==> config.mk <==
export PLATFORM = sky130hd
export DESIGN_NAME = crc_frame_sequencer_flat
export DESIGN_NICKNAME = d
export VERILOG_FILES = /design/src/rtl/crc_pkg.sv /design/src/rtl/crc_frame_sequencer_if.sv /design/src/rtl/crc_lfsr_step.sv /design/src/rtl/crc_frame_sequencer.sv /design/src/flat_wrapper.sv
export SDC_FILE = /design/constraint.sdc
export NUM_CORES = 1
export LEC_CHECK = 0
export CAP_MARGIN = 20
export CORE_MARGIN = 2
export CORE_UTILIZATION = 60
export CTS_BUF_LIST = sky130_fd_sc_hd__clkbuf_4 sky130_fd_sc_hd__clkbuf_8
export CTS_CLUSTER_DIAMETER = 100
export CTS_CLUSTER_SIZE = 30
export DETAILED_ROUTE_END_ITERATION = 7
export PLACE_DENSITY = 0.88
export SLEW_MARGIN = 10
export SYNTH_ARGS = -nofsm -noshare
export SYNTH_HDL_FRONTEND = slang
export SYNTH_SLANG_ARGS = --single-unit
==> constraint.sdc <==
create_clock -name clk -period 3.5 [get_ports clk]
set_input_delay 0.525 -clock clk [delete_from_list [all_inputs] [get_ports clk]]
set_output_delay 0.525 -clock clk [all_outputs]
set_load 0.01 [all_outputs]
==> src/rtl/crc_pkg.sv <==
// Shared definitions for the 9-bit CRC frame sequencer: FSM encoding,
// generator constants and a width helper.
package crc_pkg;

  localparam int CRC9_W = 9;
  localparam logic [CRC9_W-1:0] GEN_POLY9 = 9'h103;

  typedef enum logic [1:0] {
    IDLE = 2'd0,
    RUN  = 2'd1,
    HOLD = 2'd2
  } state_t;

  // Bits needed to hold values 0 .. value-1.
  function automatic int clog2(input int value);
    int result;
    result = 0;
    while ((1 << result) < value) result++;
    return result;
  endfunction

endpackage

==> src/rtl/crc_frame_sequencer_if.sv <==
// Message-in / remainder-out handshake bundle of the CRC frame sequencer.
interface crc_frame_sequencer_if
  import crc_pkg::*;
#(
    parameter int MSG_W = 10,
    parameter int CRC_W = CRC9_W
);

    logic             in_valid;
    logic             in_ready;
    logic [MSG_W-1:0] msg_in;
    logic             out_valid;
    logic             out_ready;
    logic [CRC_W-1:0] crc_out;

    modport master (
        output in_valid, msg_in, out_ready,
        input  in_ready, out_valid, crc_out
    );

    modport slave (
        input  in_valid, msg_in, out_ready,
        output in_ready, out_valid, crc_out
    );

endinterface

==> src/rtl/crc_lfsr_step.sv <==
// Combinational multi-bit LFSR step: up to LANES message bits, MSB first,
// with lanes at or beyond nbits leaving the register untouched.
module crc_lfsr_step
  import crc_pkg::*;
#(
    parameter int                CRC_W = CRC9_W,
    parameter logic [CRC_W-1:0]  POLY  = GEN_POLY9,
    parameter int                LANES = 4,
    parameter int                NB_W  = clog2(LANES + 1)
) (
    input  logic [CRC_W-1:0] lfsr_in,
    input  logic [LANES-1:0] data,
    input  logic [NB_W-1:0]  nbits,
    output logic [CRC_W-1:0] lfsr_out
);

    logic [CRC_W-1:0] acc;
    logic             fb;

    // NOTE: every variable gets a default at the top of an always_comb so no
    // path leaves it unassigned and no latch is inferred.
    always_comb begin
        acc = lfsr_in;
        fb  = 1'b0;
        for (int i = 0; i < LANES; i++) begin
            if (NB_W'(i) < nbits) begin
                fb  = acc[CRC_W-1] ^ data[LANES-1-i];
                acc = {acc[CRC_W-2:0], 1'b0} ^ (fb ? POLY : '0);
            end
        end
        lfsr_out = acc;
    end

endmodule

==> src/rtl/crc_frame_sequencer.sv <==
// Frame sequencer for the 9-bit CRC datapath: accepts a message, steps it
// through the LFSR LANES bits per clock and holds the remainder until taken.
module crc_frame_sequencer
  import crc_pkg::*;
#(
    parameter int               MSG_W = 10,
    parameter int               CRC_W = CRC9_W,
    parameter logic [CRC_W-1:0] POLY  = GEN_POLY9,
    parameter int               LANES = 4,
    parameter int               CNT_W = 8
) (
    input  logic                 clk,
    input  logic                 reset,
    input  logic                 abort,
    crc_frame_sequencer_if.slave bus,
    output logic                 busy,
    output logic [CNT_W-1:0]     frames_done
);

    localparam int REM_W = clog2(MSG_W + 1);
    localparam int NB_W  = clog2(LANES + 1);

    state_t           state_q, state_d;
    logic [MSG_W-1:0] shreg_q;
    logic [REM_W-1:0] rem_q;
    logic [REM_W-1:0] n_full;
    logic [NB_W-1:0]  nbits;
    logic [CRC_W-1:0] lfsr_q, lfsr_next, crc_q;
    logic             out_valid_q;
    logic [CNT_W-1:0] frames_q;
    logic             last_chunk;
    logic             accept, deliver, step_en, in_ready_c;

    // Bits consumed this cycle: a full lane group, or whatever is left.
    assign n_full     = (rem_q < REM_W'(LANES)) ? rem_q : REM_W'(LANES);
    assign nbits      = NB_W'(n_full);
    assign last_chunk = (rem_q <= REM_W'(LANES));

    crc_lfsr_step #(
        .CRC_W (CRC_W),
        .POLY  (POLY),
        .LANES (LANES),
        .NB_W  (NB_W)
    ) u_step (
        .lfsr_in  (lfsr_q),
        .data     (shreg_q[MSG_W-1 -: LANES]),
        .nbits    (nbits),
        .lfsr_out (lfsr_next)
    );

    // NOTE: sequential state uses non-blocking assignments so every register
    // samples pre-edge values regardless of process ordering.
    always_ff @(posedge clk or negedge reset) begin
        if (!reset) state_q <= IDLE;
        else        state_q <= state_d;
    end

    always_comb begin
        state_d = state_q;
        if (abort) begin
            state_d = IDLE;
        end else begin
            case (state_q)
                IDLE:    if (bus.in_valid)  state_d = RUN;
                RUN:     if (last_chunk)    state_d = HOLD;
                HOLD:    if (bus.out_ready) state_d = IDLE;
                default:                    state_d = IDLE;
            endcase
        end
    end

    // Abort outranks both handshakes, so it masks accept and deliver here.
    always_comb begin
        in_ready_c = 1'b0;
        busy       = 1'b1;
        accept     = 1'b0;
        deliver    = 1'b0;
        step_en    = 1'b0;
        case (state_q)
            IDLE: begin
                in_ready_c = 1'b1;
                busy       = 1'b0;
                accept     = bus.in_valid && !abort;
            end
            RUN:     step_en = !abort;
            HOLD:    deliver = bus.out_ready && !abort;
            default: ;
        endcase
    end

    always_ff @(posedge clk or negedge reset) begin
        if (!reset) begin
            shreg_q     <= '0;
            rem_q       <= '0;
            lfsr_q      <= '0;
            crc_q       <= '0;
            out_valid_q <= 1'b0;
            frames_q    <= '0;
        end else begin
            if (accept) begin
                shreg_q <= bus.msg_in;
                lfsr_q  <= '0;
                rem_q   <= REM_W'(MSG_W);
            end else if (step_en) begin
                shreg_q <= shreg_q << LANES;
                lfsr_q  <= lfsr_next;
                rem_q   <= rem_q - n_full;
                if (last_chunk) crc_q <= lfsr_next;
            end

            if (abort)                       out_valid_q <= 1'b0;
            else if (step_en && last_chunk)  out_valid_q <= 1'b1;
            else if (deliver)                out_valid_q <= 1'b0;

            if (deliver) frames_q <= frames_q + CNT_W'(1);
        end
    end

    assign bus.in_ready  = in_ready_c;
    assign bus.out_valid = out_valid_q;
    assign bus.crc_out   = crc_q;
    assign frames_done   = frames_q;

endmodule

==> src/flat_wrapper.sv <==
// flat-port wrapper written by rule: the top's interface ports become plain ports
module crc_frame_sequencer_flat import crc_pkg::*;
#(
    parameter int               MSG_W = 10,
    parameter int               CRC_W = CRC9_W,
    parameter logic [CRC_W-1:0] POLY  = GEN_POLY9,
    parameter int               LANES = 4,
    parameter int               CNT_W = 8
)
  (clk, reset, abort, busy, frames_done, bus_in_valid, bus_msg_in, bus_out_ready, bus_in_ready, bus_out_valid, bus_crc_out);
  crc_frame_sequencer_if #(.MSG_W(MSG_W), .CRC_W(CRC_W)) bus_i ();
  input  logic clk;
  input  logic reset;
  input  logic abort;
  output logic busy;
  output logic [CNT_W-1:0] frames_done;
  input wire logic [$bits(bus_i.in_valid)-1:0] bus_in_valid;
  input wire logic [$bits(bus_i.msg_in)-1:0] bus_msg_in;
  input wire logic [$bits(bus_i.out_ready)-1:0] bus_out_ready;
  output wire logic [$bits(bus_i.in_ready)-1:0] bus_in_ready;
  output wire logic [$bits(bus_i.out_valid)-1:0] bus_out_valid;
  output wire logic [$bits(bus_i.crc_out)-1:0] bus_crc_out;
  assign bus_i.in_valid = bus_in_valid;
  assign bus_i.msg_in = bus_msg_in;
  assign bus_i.out_ready = bus_out_ready;
  assign bus_in_ready = bus_i.in_ready;
  assign bus_out_valid = bus_i.out_valid;
  assign bus_crc_out = bus_i.crc_out;
  crc_frame_sequencer #(.MSG_W(MSG_W), .CRC_W(CRC_W), .POLY(POLY), .LANES(LANES), .CNT_W(CNT_W)) u_core (.clk(clk), .reset(reset), .abort(abort), .bus(bus_i), .busy(busy), .frames_done(frames_done));
endmodule
=== Word-level counts from Yosys, hierarchy flattened ===
Index checks and enable logic that the tools add are counted.

* Add/sub/neg operators: 2
* Order comparisons: 6
* Eq/ne operators: 5
* Muxes and demuxes: 28
* Bitwise gates (word level): 9
* Reduce and logical (&&, ||, !) cells: 9

{| class="wikitable"
|+ Operators with widths
! kind !! count
|-
| 9-bit 2-to-1 mux || 10
|-
| 9-bit bitwise XOR || 4
|-
| 10-bit 2-to-1 mux || 2
|-
| 4-bit 2-to-1 mux || 3
|-
| 8-bit by 1-bit adder with 8-bit output, second input constant || 1
|-
| 1-bit 2-to-1 mux || 8
|-
| 2-bit 2-to-1 mux || 4
|-
| 1-bit by 3-bit < comparator with 1-bit output, first input constant || 2
|-
| 2-bit by 3-bit < comparator with 1-bit output, first input constant || 2
|-
| 3-bit != test, second input constant || 2
|-
| 2-bit case mux with 3 select lines || 1
|-
| 3-bit AND reduction || 2
|-
| 4-bit by 3-bit less-or-equal comparator with 1-bit output, second input constant || 1
|-
| 4-bit by 3-bit < comparator with 1-bit output, second input constant || 1
|-
| 4-bit subtractor || 1
|-
| 1-bit bitwise XOR || 4
|-
| 1-bit logical AND || 3
|-
| 3-bit by 2-bit != test with 1-bit output, second input constant || 1
|-
| 3-bit nonzero test || 1
|-
| 2-bit by 1-bit == test with 1-bit output, second input constant || 1
|-
| 2-bit == test, second input constant || 1
|-
| 2-bit logical NOT || 1
|-
| 2-bit nonzero test || 1
|-
| 1-bit logical NOT || 1
|-
| 1-bit NOT || 1
|}

* Flip-flop bits (word level): 43
* Bits of input ports: 15
* Output and inout port bits: 20
* Logic and storage cells: 66

=== Logic depth before layout (Yosys ltp) ===
* Word-level depth: 18
* Gate-level depth with buffers: 9
* Depth with buffers taken out: 7

=== By module ===
A second synthesis with hierarchy kept.

* Cell total of the unflattened synthesis: 233
* Area total of the unflattened synthesis: 2,382.3 sq um

{| class="wikitable"
|+ By module, submodules not included
! module !! times used !! cells each !! area an instance (sq um) !! sequential area each (sq um)
|-
| crc_frame_sequencer || 1 || 148 || 1,788.0 || 1,076.0
|-
| crc_lfsr_step || 1 || 85 || 594.3 || 0.0
|}

=== Worst setup path before layout ===
OpenSTA, ideal clock, no wires.

* Path kind: register to register
* From: register u_core.rem_q[1]
* To: register u_core.crc_q[1] (netlist: u_core.bus.crc_out[1])
* Setup time: 95 ps
* Arrival time: 1,859 ps
* Data required time: 3,405 ps
* Path slack: 1,546 ps
* Cell stages (with the launch flop): 9
* Path buffers: 1
* Clock period less this slack: 1,954 ps
* Cells stage by stage: dfrtp_1 > buf_2 > a211oi_2 > or3_1 > a211o_1 > a31oi_4 > xnor2_1 > nor2_2 > o31ai_1

* Longest elaborated chain between the ends: 16
* Elaborated cells between the ends (all ways): 21
* Those cells by class: order compare: 6; mux: 8; bitwise: 6; reduce/logical: 1

{| class="wikitable"
|+ Ends and longest elaborated chain
! item !! line !! RTL
|-
| from (decl) || crc_frame_sequencer.sv:25 || <nowiki>logic [REM_W-1:0] rem_q;</nowiki>
|-
| from (signal assigned) || crc_frame_sequencer.sv:103 || <nowiki>rem_q <= REM_W'(MSG_W);</nowiki>
|-
| from (signal assigned) || crc_frame_sequencer.sv:107 || <nowiki>rem_q <= rem_q - n_full;</nowiki>
|-
| 4-bit by 3-bit < comparator with 1-bit output || crc_frame_sequencer.sv:35 || <nowiki>assign n_full = (rem_q < REM_W'(LANES)) ? rem_q : REM_W'(LANES);</nowiki>
|-
| 4-bit 2-to-1 mux || crc_frame_sequencer.sv:35 ||
|-
| 1-bit by 3-bit < comparator with 1-bit output || crc_lfsr_step.sv:26 || <nowiki>if (NB_W'(i) < nbits) begin</nowiki>
|-
| 9-bit 2-to-1 mux || crc_lfsr_step.sv:26 ||
|-
| 1-bit bitwise XOR || crc_lfsr_step.sv:27 || <nowiki>fb = acc[CRC_W-1] ^ data[LANES-1-i];</nowiki>
|-
| 9-bit 2-to-1 mux || crc_lfsr_step.sv:28 || <nowiki>acc = {acc[CRC_W-2:0], 1'b0} ^ (fb ? POLY : '0);</nowiki>
|-
| 9-bit bitwise XOR || crc_lfsr_step.sv:28 ||
|-
| 9-bit 2-to-1 mux || crc_lfsr_step.sv:26 ||
|-
| 1-bit bitwise XOR || crc_lfsr_step.sv:27 ||
|-
| 9-bit 2-to-1 mux || crc_lfsr_step.sv:28 ||
|-
| 9-bit bitwise XOR || crc_lfsr_step.sv:28 ||
|-
| 9-bit 2-to-1 mux || crc_lfsr_step.sv:26 ||
|-
| 1-bit bitwise XOR || crc_lfsr_step.sv:27 ||
|-
| 9-bit 2-to-1 mux || crc_lfsr_step.sv:28 ||
|-
| 9-bit bitwise XOR || crc_lfsr_step.sv:28 ||
|-
| 9-bit 2-to-1 mux || crc_lfsr_step.sv:26 ||
|-
| to (signal assigned) || crc_frame_sequencer.sv:108 || <nowiki>if (last_chunk) crc_q <= lfsr_next;</nowiki>
|-
| to (decl) || crc_frame_sequencer.sv:28 || <nowiki>logic [CRC_W-1:0] lfsr_q, lfsr_next, crc_q;</nowiki>
|}

Parallel ways exist; a longest one is shown, timed or not.
A chain may end at the register's enable or synchronous reset.

=== Worst setup path in the final report ===
* From: register u_core.rem_q[0]
* To: register u_core.lfsr_q[1]

* Longest elaborated chain between the ends: 18
* Elaborated cells between the ends (all ways): 21
* Those cells by class: order compare: 5; mux: 10; bitwise: 6

{| class="wikitable"
|+ Ends and longest elaborated chain
! item !! line !! RTL
|-
| 4-bit by 3-bit < comparator with 1-bit output || crc_frame_sequencer.sv:35 ||
|-
| 4-bit 2-to-1 mux * || crc_frame_sequencer.sv:35 ||
|-
| 1-bit by 3-bit < comparator with 1-bit output || crc_lfsr_step.sv:26 ||
|-
| 9-bit 2-to-1 mux || crc_lfsr_step.sv:26 ||
|-
| 1-bit bitwise XOR || crc_lfsr_step.sv:27 ||
|-
| 9-bit 2-to-1 mux || crc_lfsr_step.sv:28 ||
|-
| 9-bit bitwise XOR || crc_lfsr_step.sv:28 ||
|-
| 9-bit 2-to-1 mux || crc_lfsr_step.sv:26 ||
|-
| (+2 left out) || - ||
|-
| 9-bit bitwise XOR || crc_lfsr_step.sv:28 ||
|-
| 9-bit 2-to-1 mux || crc_lfsr_step.sv:26 ||
|-
| 1-bit bitwise XOR || crc_lfsr_step.sv:27 ||
|-
| 9-bit 2-to-1 mux || crc_lfsr_step.sv:28 ||
|-
| 9-bit bitwise XOR || crc_lfsr_step.sv:28 ||
|-
| 9-bit 2-to-1 mux * || crc_lfsr_step.sv:26 ||
|-
| 9-bit 2-to-1 mux * || crc_frame_sequencer.sv:104 || <nowiki>end else if (step_en) begin</nowiki>
|-
| 9-bit 2-to-1 mux * || crc_frame_sequencer.sv:100 || <nowiki>if (accept) begin</nowiki>
|-
| to (signal assigned) || crc_frame_sequencer.sv:106 || <nowiki>lfsr_q <= lfsr_next;</nowiki>
|-
| to (decl) || crc_frame_sequencer.sv:28 ||
|}

Mark *: on every way between the ends. The rest lies on a longest branch, timed or not. The select of a mux whose other input is x is not followed.

==> qor.txt <==
Die X: 65.5 um
internal power: 1.48 mW
RSZ-0062 raised after global routing: false
clock tree buffer depth: 2
Setup crit end kind: flip-flop
drt pass-1 iters: 4
grt ovf: 0
Logic pwr share: 49.5%
MaxCap Viol Count: 0
CP required: 3.70 ns
initial DRC count: 186
Final ANT Viol Nets: 0
Reg2Reg Depth: 7
net count after synthesis: 253
WP data arrival: 2.70 ns
Top FF cell, synth: dfrtp_1
P_leak: 1.18 nW
Hold/Removal Path Class: input pin to asynchronous set/reset pin
synth top area cells: dfrtp_1 (47%), nand2_1 (7.8%), xnor2_1 (6.6%), o21ai_0 (5.3%), mux2i_1 (3.5%)
outcome: complete, no violations
die height: 65.5 um
peak supply drop: 525 uV
post-route worst setup slack: 1.00 ns
Hold WS: 0.365 ns
Slew @ Worst Pin: 0.923 ns
CTS Hold Bufs: 0
Initial Utilization: 62.0%
Net Sw Frac: 40.9%
total power: 2.50 mW
kind of critical path: flip-flop to flip-flop
CTS tree: done
WL final: 4680 um
row cnt: 22
DR WL/cell: 14.8 um
post_cts resized: 0
fin. max-slew vios: 0
I/O Buffers: 34
share of the synthesized area in the top cell type: 47.4%
Seq pwr share: 34.7%
Detailed Place HPWL: 3240 um
startpoint types: flip-flop
top achievable clock speed: 400 MHz
Synth Instances: 236
Slowest-stage cell, CP: dfrtp_1
# Post-CTS Setup Buffers: 0
most common cell after layout, fill and taps aside: nand2_1
post-synth top area cell: dfrtp_1
first-pass GRT wire length: 7710 um
EDFF count, synth: 0
filler instances: 242
P per Cell Area: 916 nW/um^2
Floorplan Core Area: 3660 sq um
sequential area share after synthesis: 47.4%
clock share of power: 15.7%
period utilization: 71.4%
most frequent cells in the layout: nand2_1 (47), dfrtp_1 (43), clkdlybuf4s50_1 (33)
Post-synth ARST share: 100%
largest net degree at the start of global routing: 44
number of global-route vias before repair: 1701
DRC Markers: 0
Final setup viols: 0
final setup TNS: 0 ns
Yosys warnings: 0
area growth from synthesis to layout: 20.5%
minimum clock period: 2.50 ns
clock skew: 0.00576 ns
DP Worst Slack: 1.01 ns
Crit path depth: 7
register bit total from synthesis: 43
CP Buf/Inv Count: 0
GP Congestion: 0.840
share of cells above drive strength 1: 7.49%
Vias/cell: 5.81
max_slew headroom: 38.4%
GR Util All Layers: 23.3%
CP max stage delay: 0.83 ns
num ports: 35
crit path max fanout: 20
initial antenna violation count: 0
largest delay contributor family on the critical path: flip-flops
final hold viol count: 0
clock latency on the worst-skew pair: 0.29 ns
CTS Sinks: 43
clock slew at reported path FFs: 0.08 ns
Num CTS Buffers: 5
Root Driver: clkbuf_8
Vias: 1830
Psw: 1.02 mW
H-tree lvl count: 2
synthesized area: 2270 sq um
die area: 4290 sq um
Antenna diodes: 0
synthesized area per cell: 9.61 sq um
worst path cell trace: nor4_2, nor3_1, nor2_4, xnor3_1, xnor2_1, nor2_2, o31ai_1
Netlist cell types: 45
final net count: 283
through the flow:
| stage | area (sq um) | util (%) | std cells |
|---|---|---|---|
| 2_1_floorplan | 2270 | - | 236 |
| 3_3_place_gp | 2620 | 71.5 | 307 |
| 3_5_place_dp | 2620 | 71.5 | 307 |
| 4_1_cts | 2730 | 74.7 | 315 |
| 5_1_grt | 2730 | 74.7 | 315 |
| 6_report | 2730 | 74.7 | 315 |
flip-flops by register name (all words and copies together), names as in the netlist:
| register | cells |
|---|---|
| u_core.rem_q | 4 |
| u_core.state_q | 2 |
| u_core.lfsr_q | 9 |
| u_core.bus.crc_out | 9 |
| u_core.bus.out_valid | 1 |
| u_core.shreg_q | 10 |
| u_core.frames_done | 8 |
metal layers:
| layer | vias up | part of all wire, % | track usage [%] |
|---|---|---|---|
| met5 | - | 0 | 0 |
| met4 | 0 | 1.2 | 7.81 |
| met3 | 8 | 4.4 | 4.11 |
| met2 | 57 | 49 | 37.9 |
| met1 | 889 | 45 | 31.7 |
| li1 | 876 | - | - |
Yosys cell counts (4+ instances only):
library cell	count
clkbuf_1	7
dfrtp_1	43
xnor2_1	17
nand2_1	47
nor2_1	16
nand4_1	4
a22o_1	6
o21ai_0	24
a21oi_1	5
a22oi_1	6
inv_1	5
a211oi_1	4
nor3_1	4
mux2i_1	8
cell type report:
class	count	area (sq um)	share of cell area [%]
timing repair buffer	36	350	12.8
multi-input combinational	175	1110	40.6
clock buffer	6	82.6	3.02
sequential	43	1080	39.4
inverter	5	18.8	0.686
clock inverter	2	35.0	1.28
tap	48	60.1	2.20
power groups by stage:
| stage | Combinational, mW | Sequential, mW | Clock, mW |
|---|---|---|---|
| floorplan | 0.941 | 0.808 | 0 |
| global placement | 1.19 | 0.868 | 0 |
| detailed placement | 1.22 | 0.875 | 0 |
| CTS | 1.24 | 0.868 | 0.397 |
| global route | 1.36 | 0.894 | 0.413 |
| finish | 1.24 | 0.870 | 0.394 |
final timing paths:
check	slack, ns	end	from
max reg2reg	1.00	u_core.lfsr_q[1]	u_core.rem_q[0]
max	1.00	u_core.lfsr_q[1]	u_core.rem_q[0]
min reg2reg	0.49	u_core.frames_done[7]	u_core.frames_done[7]
min in group clk	0.49	u_core.frames_done[7]	u_core.frames_done[7]
max in group asynchronous	2.56	u_core.shreg_q[1]	reset
min	0.37	u_core.bus.crc_out[2]	reset
cell families (layout without fill, tap and decap cells):
kind of cell	count (synthesis)	in the layout	share of synthesized area, %
buffers and inverters	18	49	3.59
AOI/OAI and AO/OA	57	57	16.8
muxes	10	10	5.19
and+or+nand+nor	85	85	17.4
xor gates and xnor gates	20	20	8.33
DFF	43	43	47.4
other	1	1	0.165
adders and majority gates	2	2	1.10
Note: power is estimated with default switching activity, not from simulation.
